==> src/rtl/alu_seq_if.sv <==
// alu_seq_if: handshake/operand/result bundle for alu_seq.
//   Operand channel : in_valid, in_ready, n1, n2, operator, use_acc
//   Result channel  : out_valid, out_ready, result, CCR ({N,Z,V,C}), busy
//   master : operand sequencer / result consumer side
//   slave  : the ALU itself
interface alu_seq_if #(
   parameter int WIDTH = 4
);
   logic             in_valid;
   logic             in_ready;
   logic [WIDTH-1:0] n1;
   logic [WIDTH-1:0] n2;
   logic [2:0]       operator;
   logic             use_acc;
   logic             out_valid;
   logic             out_ready;
   logic [WIDTH-1:0] result;
   logic [3:0]       CCR;
   logic             busy;

   modport master (
      output in_valid, n1, n2, operator, use_acc, out_ready,
      input  in_ready, out_valid, result, CCR, busy
   );

   modport slave (
      input  in_valid, n1, n2, operator, use_acc, out_ready,
      output in_ready, out_valid, result, CCR, busy
   );
endinterface

==> src/rtl/alu_seq.sv <==
// alu_seq: registered ALU with valid/ready handshake, {N,Z,V,C} condition
// codes and an accumulator that can replace operand A.
//   clk   : rising-edge clock
//   reset : synchronous, active-high
//   bus   : alu_seq_if.slave (operands/op in, result/CCR/busy out)
// Opcodes: 000 ADD, 001 SUB, 010 AND, 011 OR, 100 XOR, 101 SHL1, 110 SHR1,
//          111 MUL.
// Build option: define ALU_MUL_EN for the multi-cycle shift-add multiply;
// without it opcode 111 completes in one cycle with result 0, CCR 4'b0100.
module alu_seq #(
   parameter int WIDTH = 4
) (
   input logic      clk,
   input logic      reset,
   alu_seq_if.slave bus
);
`ifdef ALU_MUL_EN
   localparam int CNT_W = $clog2(WIDTH) + 1;
`endif

   typedef enum logic [1:0] {
      S_IDLE = 2'd0,
      S_HOLD = 2'd1
`ifdef ALU_MUL_EN
      , S_MUL = 2'd2
`endif
   } state_t;

   state_t           state, state_n;
   logic [WIDTH-1:0] result_q, acc, a_op, res_c;
   logic [WIDTH:0]   sum_c;
   logic [3:0]       ccr_q;
   logic             c_c, v_c;
   logic             in_ready, xfer, load;

`ifdef ALU_MUL_EN
   logic [2*WIDTH-1:0] mcand, prod, prod_n;
   logic [WIDTH-1:0]   mplier;
   logic [CNT_W-1:0]   cnt;
   logic               mul_start, mul_step, mul_last;
`endif

   assign in_ready = !reset && ((state == S_IDLE) || (state == S_HOLD && bus.out_ready));
   assign xfer     = bus.in_valid && in_ready;
   // acc is read before the transfer edge writes it, so chaining sees the previous result
   assign a_op     = bus.use_acc ? acc : bus.n1;

   // single-cycle datapath; opcode 111 falls through to zero result, C=V=0
   always_comb begin
      sum_c = '0;
      res_c = '0;
      c_c   = 1'b0;
      v_c   = 1'b0;
      case (bus.operator)
         3'b000: begin
            sum_c = {1'b0, a_op} + {1'b0, bus.n2};
            res_c = sum_c[WIDTH-1:0];
            c_c   = sum_c[WIDTH];
            v_c   = (a_op[WIDTH-1] == bus.n2[WIDTH-1]) && (res_c[WIDTH-1] != a_op[WIDTH-1]);
         end
         3'b001: begin
            res_c = a_op - bus.n2;
            c_c   = a_op < bus.n2;
            v_c   = (a_op[WIDTH-1] != bus.n2[WIDTH-1]) && (res_c[WIDTH-1] != a_op[WIDTH-1]);
         end
         3'b010: res_c = a_op & bus.n2;
         3'b011: res_c = a_op | bus.n2;
         3'b100: res_c = a_op ^ bus.n2;
         3'b101: begin
            res_c = {a_op[WIDTH-2:0], 1'b0};
            c_c   = a_op[WIDTH-1];
            v_c   = a_op[WIDTH-1] ^ a_op[WIDTH-2];
         end
         3'b110: begin
            res_c = {1'b0, a_op[WIDTH-1:1]};
            c_c   = a_op[0];
         end
         default: ;
      endcase
   end

   always_ff @(posedge clk) begin
      if (reset) state <= S_IDLE;
      else       state <= state_n;
   end

   always_comb begin
      state_n = state;
      load    = 1'b0;
`ifdef ALU_MUL_EN
      mul_start = 1'b0;
      mul_step  = 1'b0;
      mul_last  = 1'b0;
`endif
      case (state)
         S_IDLE: ;
         S_HOLD: if (bus.out_ready) state_n = S_IDLE;
`ifdef ALU_MUL_EN
         S_MUL: begin
            mul_step = 1'b1;
            if (cnt == CNT_W'(WIDTH - 1)) begin
               mul_last = 1'b1;
               state_n  = S_HOLD;
            end
         end
`endif
         default: state_n = S_IDLE;
      endcase
      // a transfer overrides the HOLD->IDLE exit so back-to-back ops stay in HOLD
      if (xfer) begin
`ifdef ALU_MUL_EN
         if (bus.operator == 3'b111) begin
            mul_start = 1'b1;
            state_n   = S_MUL;
         end else begin
            load    = 1'b1;
            state_n = S_HOLD;
         end
`else
         load    = 1'b1;
         state_n = S_HOLD;
`endif
      end
   end

`ifdef ALU_MUL_EN
   assign prod_n = prod + (mplier[0] ? mcand : '0);
`endif

   always_ff @(posedge clk) begin
      if (reset) begin
         result_q <= '0;
         ccr_q    <= '0;
         acc      <= '0;
`ifdef ALU_MUL_EN
         cnt      <= '0;
`endif
      end else begin
         if (load) begin
            result_q <= res_c;
            ccr_q    <= {res_c[WIDTH-1], res_c == '0, v_c, c_c};
            acc      <= res_c;
         end
`ifdef ALU_MUL_EN
         if (mul_start) begin
            mcand  <= {{WIDTH{1'b0}}, a_op};
            mplier <= bus.n2;
            prod   <= '0;
            cnt    <= '0;
         end
         if (mul_step) begin
            prod   <= prod_n;
            mcand  <= mcand << 1;
            mplier <= mplier >> 1;
            cnt    <= cnt + 1'b1;
            if (mul_last) begin
               result_q <= prod_n[WIDTH-1:0];
               ccr_q    <= {prod_n[WIDTH-1], prod_n[WIDTH-1:0] == '0,
                            prod_n[2*WIDTH-1:WIDTH] != '0, prod_n[2*WIDTH-1:WIDTH] != '0};
               acc      <= prod_n[WIDTH-1:0];
            end
         end
`endif
      end
   end

   assign bus.in_ready  = in_ready;
   assign bus.out_valid = (state == S_HOLD);
   assign bus.result    = result_q;
   assign bus.CCR       = ccr_q;
`ifdef ALU_MUL_EN
   assign bus.busy      = (state == S_MUL);
`else
   assign bus.busy      = 1'b0;
`endif
endmodule

==> src/flat_wrapper.sv <==
// flat-port wrapper written by rule: the top's interface ports become plain ports
module alu_seq_flat 
#(
   parameter int WIDTH = 4
)
  (clk, reset, bus_in_valid, bus_n1, bus_n2, bus_operator, bus_use_acc, bus_out_ready, bus_in_ready, bus_out_valid, bus_result, bus_CCR, bus_busy);
  alu_seq_if #(.WIDTH(WIDTH)) bus_i ();
  input logic clk;
  input logic reset;
  input wire logic [$bits(bus_i.in_valid)-1:0] bus_in_valid;
  input wire logic [$bits(bus_i.n1)-1:0] bus_n1;
  input wire logic [$bits(bus_i.n2)-1:0] bus_n2;
  input wire logic [$bits(bus_i.operator)-1:0] bus_operator;
  input wire logic [$bits(bus_i.use_acc)-1:0] bus_use_acc;
  input wire logic [$bits(bus_i.out_ready)-1:0] bus_out_ready;
  output wire logic [$bits(bus_i.in_ready)-1:0] bus_in_ready;
  output wire logic [$bits(bus_i.out_valid)-1:0] bus_out_valid;
  output wire logic [$bits(bus_i.result)-1:0] bus_result;
  output wire logic [$bits(bus_i.CCR)-1:0] bus_CCR;
  output wire logic [$bits(bus_i.busy)-1:0] bus_busy;
  assign bus_i.in_valid = bus_in_valid;
  assign bus_i.n1 = bus_n1;
  assign bus_i.n2 = bus_n2;
  assign bus_i.operator = bus_operator;
  assign bus_i.use_acc = bus_use_acc;
  assign bus_i.out_ready = bus_out_ready;
  assign bus_in_ready = bus_i.in_ready;
  assign bus_out_valid = bus_i.out_valid;
  assign bus_result = bus_i.result;
  assign bus_CCR = bus_i.CCR;
  assign bus_busy = bus_i.busy;
  alu_seq #(.WIDTH(WIDTH)) u_core (.clk(clk), .reset(reset), .bus(bus_i));
endmodule
==> config.mk <==
export PLATFORM = sky130hd
export DESIGN_NAME = alu_seq_flat
export DESIGN_NICKNAME = d
export VERILOG_FILES = /design/src/rtl/alu_seq_if.sv /design/src/rtl/alu_seq.sv /design/src/flat_wrapper.sv
export SDC_FILE = /design/constraint.sdc
export NUM_CORES = 1
export LEC_CHECK = 0
export CORE_MARGIN = 2
export CORE_UTILIZATION = 49
export CTS_CLUSTER_SIZE = 25
export DETAILED_ROUTE_END_ITERATION = 10
export MAX_ROUTING_LAYER = met4
export PLACE_DENSITY = 0.8
export SYNTH_ARGS = -nofsm -noshare
export SYNTH_HDL_FRONTEND = slang
export SYNTH_SLANG_ARGS = --single-unit
==> constraint.sdc <==
create_clock -name clk -period 4.1 [get_ports clk]
set_input_delay 1.025 -clock clk [delete_from_list [all_inputs] [get_ports clk]]
set_output_delay 1.025 -clock clk [all_outputs]
set_load 0.01 [all_outputs]
==> metrics.txt <==
Setup-failing EPs final 0; WL final 2600 um; Core Box Area 0.00202 mm^2; first-pass GRT wire length 4500 um; CP Capture Type flip-flop; status complete, no violations; initial core utilization 0.533; pwr/cell area 224 mW/mm^2; Max Clk Rate 266 MHz; Clock Tree Buf Depth 2; post-synthesis sequential area ratio 0.148; number of flops mapped to enable cells by yosys 0; initial antenna violation count 0; final std cells w/o fill 187; syn_area_per_cell 7.93 um^2; CP Class in2reg; Buf/Inv on CP 4; worst vdd ir 0.192 mV; crit-path max FO 4; total placed cells including tap cells 184; Top Family by Delay on Critical Path buffers and inverters; antenna viol nets, final 0; Setup TNS Final 0 ns; Worst Path Required 4.30 ns; Post-synth ARST share 0; IO Count 27; CP arrival 3.95 ns; number of global-route vias before repair 1026; pre-CTS setup slack 0.131 ns; Post-CTS Hold Buffers 0; GP Congestion 0.884; P&R area growth vs syn 26.7%; final setup skew 0.00137 ns; synth top area cells ha_1 16%, dfxtp_1 15%, mux2i_1 4.6%; Synth cell types 42; #FFs+latches synth 8; drt pass-1 iters 4; Tmin final 3.75 ns; Max-slew headroom 0.623; IO buf count 25; Cell Area, Synth 0.00108 mm^2; via count 1046; # DRC 0; ANT cells 0; CTS buffer count 3; CP peak stage delay 0.55 ns; die width 50.9 um; layout cells sized above 1 0.0938; Iter 0 DRT Violations 42; static leakage 0.606 nW; Congestion Overflow GR 0; clock root buffer clkbuf_4; Post-synth top cells 14 x ha_1, 13 x inv_1, 12 x nor2_1; Resized Gates After CTS 0; CTS H-tree depth 1; CTS tree done; fin. max-slew vios 0; Yosys Warn Count 0; RSZ-0062 raised after global routing false; leading area contributor after synthesis ha_1; Post-Synthesis Cells 136; Num Clock Sinks 8; post-CTS setup buffer count 0; largest net degree at the start of global routing 19; Die Height 50.9 um; wire per inst 13.9 um; Max Cap Viol 0; Vias/cell 5.59; fillers 177; slowest cell on the critical path clkdlybuf4s50_1; final core occ 0.676; Syn Nets 168; Startpoint Class input pin; sequence of cells on the critical path clkdlybuf4s50_1 -> mux2i_1 -> buf_4 -> inv_1 -> ha_1 -> inv_1 -> fa_1 -> mux2i_1 -> mux2_4 -> or4b_4 -> a211oi_2 -> a31o_1; HP Class reg2reg; most common cell in the synthesized netlist ha_1; share of the synthesized area in the top cell type 0.162; die area 0.00259 mm^2; nets@finish 194; GR Util All Layers 0.231; Most used DFF post-synth dfxtp_1; endpoints failing hold 0; dpl hpwl 2090 um; fin crit share 0.915; Worst-path clk slew 0.05 ns; Slew @ Worst Pin 0.564 ns; row count 16; final setup margin 0.347 ns; clock latency on the worst-skew pair 0.25 ns
-- state kept, by name, summed over array words and instances (netlist names) --
signal and count:
u_core.bus.CCR 3, u_core.state 1, u_core.bus.result 4
-- final timing paths --
kind,cells past startpoint,slack (ns),start,end
worst min register to register,2,0.49,u_core.bus.CCR[1]$_SDFFE_PP0P_,u_core.bus.CCR[1]$_SDFFE_PP0P_
worst min-delay path,2,0.49,u_core.bus.CCR[1]$_SDFFE_PP0P_,u_core.bus.CCR[1]$_SDFFE_PP0P_
worst max register to register,11,1.32,u_core.bus.result[0]$_SDFFE_PP0P_,u_core.bus.CCR[2]$_SDFFE_PP0P_
worst max-delay path,12,0.35,bus_use_acc,u_core.bus.CCR[2]$_SDFFE_PP0P_
-- through the flow --
| step | instance area (um^2) | hold slack [ns] | total power, mW |
|---|---|---|---|
| 6_report | 1370 | 0.485 | 0.306 |
| 3_5_place_dp | 1340 | 0.472 | 0.246 |
| 4_1_cts | 1370 | 0.487 | 0.307 |
| 3_3_place_gp | 1340 | 0.470 | 0.242 |
| 5_1_grt | 1370 | 0.529 | 0.332 |
| 2_1_floorplan | 1080 | 0.497 | 0.191 |
-- final cells by class --
class / instances / area, um^2 / share of cell area
Multi-Input combinational cell: 106 / 813 / 0.595
Timing Repair Buffer: 30 / 288 / 0.211
Sequential cell: 8 / 160 / 0.117
Inverter: 13 / 48.8 / 0.0357
Tap cell: 27 / 33.8 / 0.0247
Clock buffer: 3 / 22.5 / 0.0165
-- logic make-up after synthesis --
logic type | Yosys count | share of synthesized area
AO/OA/AOI/OAI | 32 | 0.193
other | 1 | 0.00348
XOR/XNOR | 3 | 0.0371
adder cells (fa/ha/maj) | 16 | 0.200
multiplexers | 8 | 0.0916
flip-flops | 8 | 0.148
buffers and inverters | 22 | 0.0974
AND/OR/NAND/NOR | 46 | 0.230
-- layer usage --
| layer | track usage | vias up | part of all wire |
|---|---|---|---|
| met3 | 0.0556 | 2 | 0.045 |
| met2 | 0.387 | 39 | 0.50 |
| li1 | - | 516 | - |
| met4 | 0.0360 | 0 | 0.0062 |
| met1 | 0.288 | 489 | 0.45 |
| met5 | - | - | 0 |
-- tightest hold or removal path, cell delays in order (launching register included) --
cell and delay [ns]:
dfxtp_1 0.31, nand3_1 0.05, o21ai_0 0.07
-- layout by cell type, fill, tap and decap left out, types with 2 or more instances in the layout --
master and instances:
mux2i_1 5, a211oi_1 2, fa_1 2, clkbuf_4 3, ha_1 14, xor2_1 2
clkdlybuf4s50_1 25, a21oi_1 9, inv_1 13, buf_4 5, nor2b_1 7, o21ai_0 9
dfxtp_1 8, nand3_1 4, a221oi_1 2, nand2_1 7, a31oi_1 2, nor2_1 12
nor3_1 4, nor3b_1 3
-- report_power, final --
part	total, mW	switching, mW	internal (mW)	leakage [nW]
registers	0.0884	0.00453	0.0839	0.0657
logic	0.157	0.0771	0.0800	0.526
clock network	0.0607	0.0271	0.0335	0.0138
total	0.306	0.109	0.197	0.606
No activity file was read; power rests on OpenSTA's default activity.
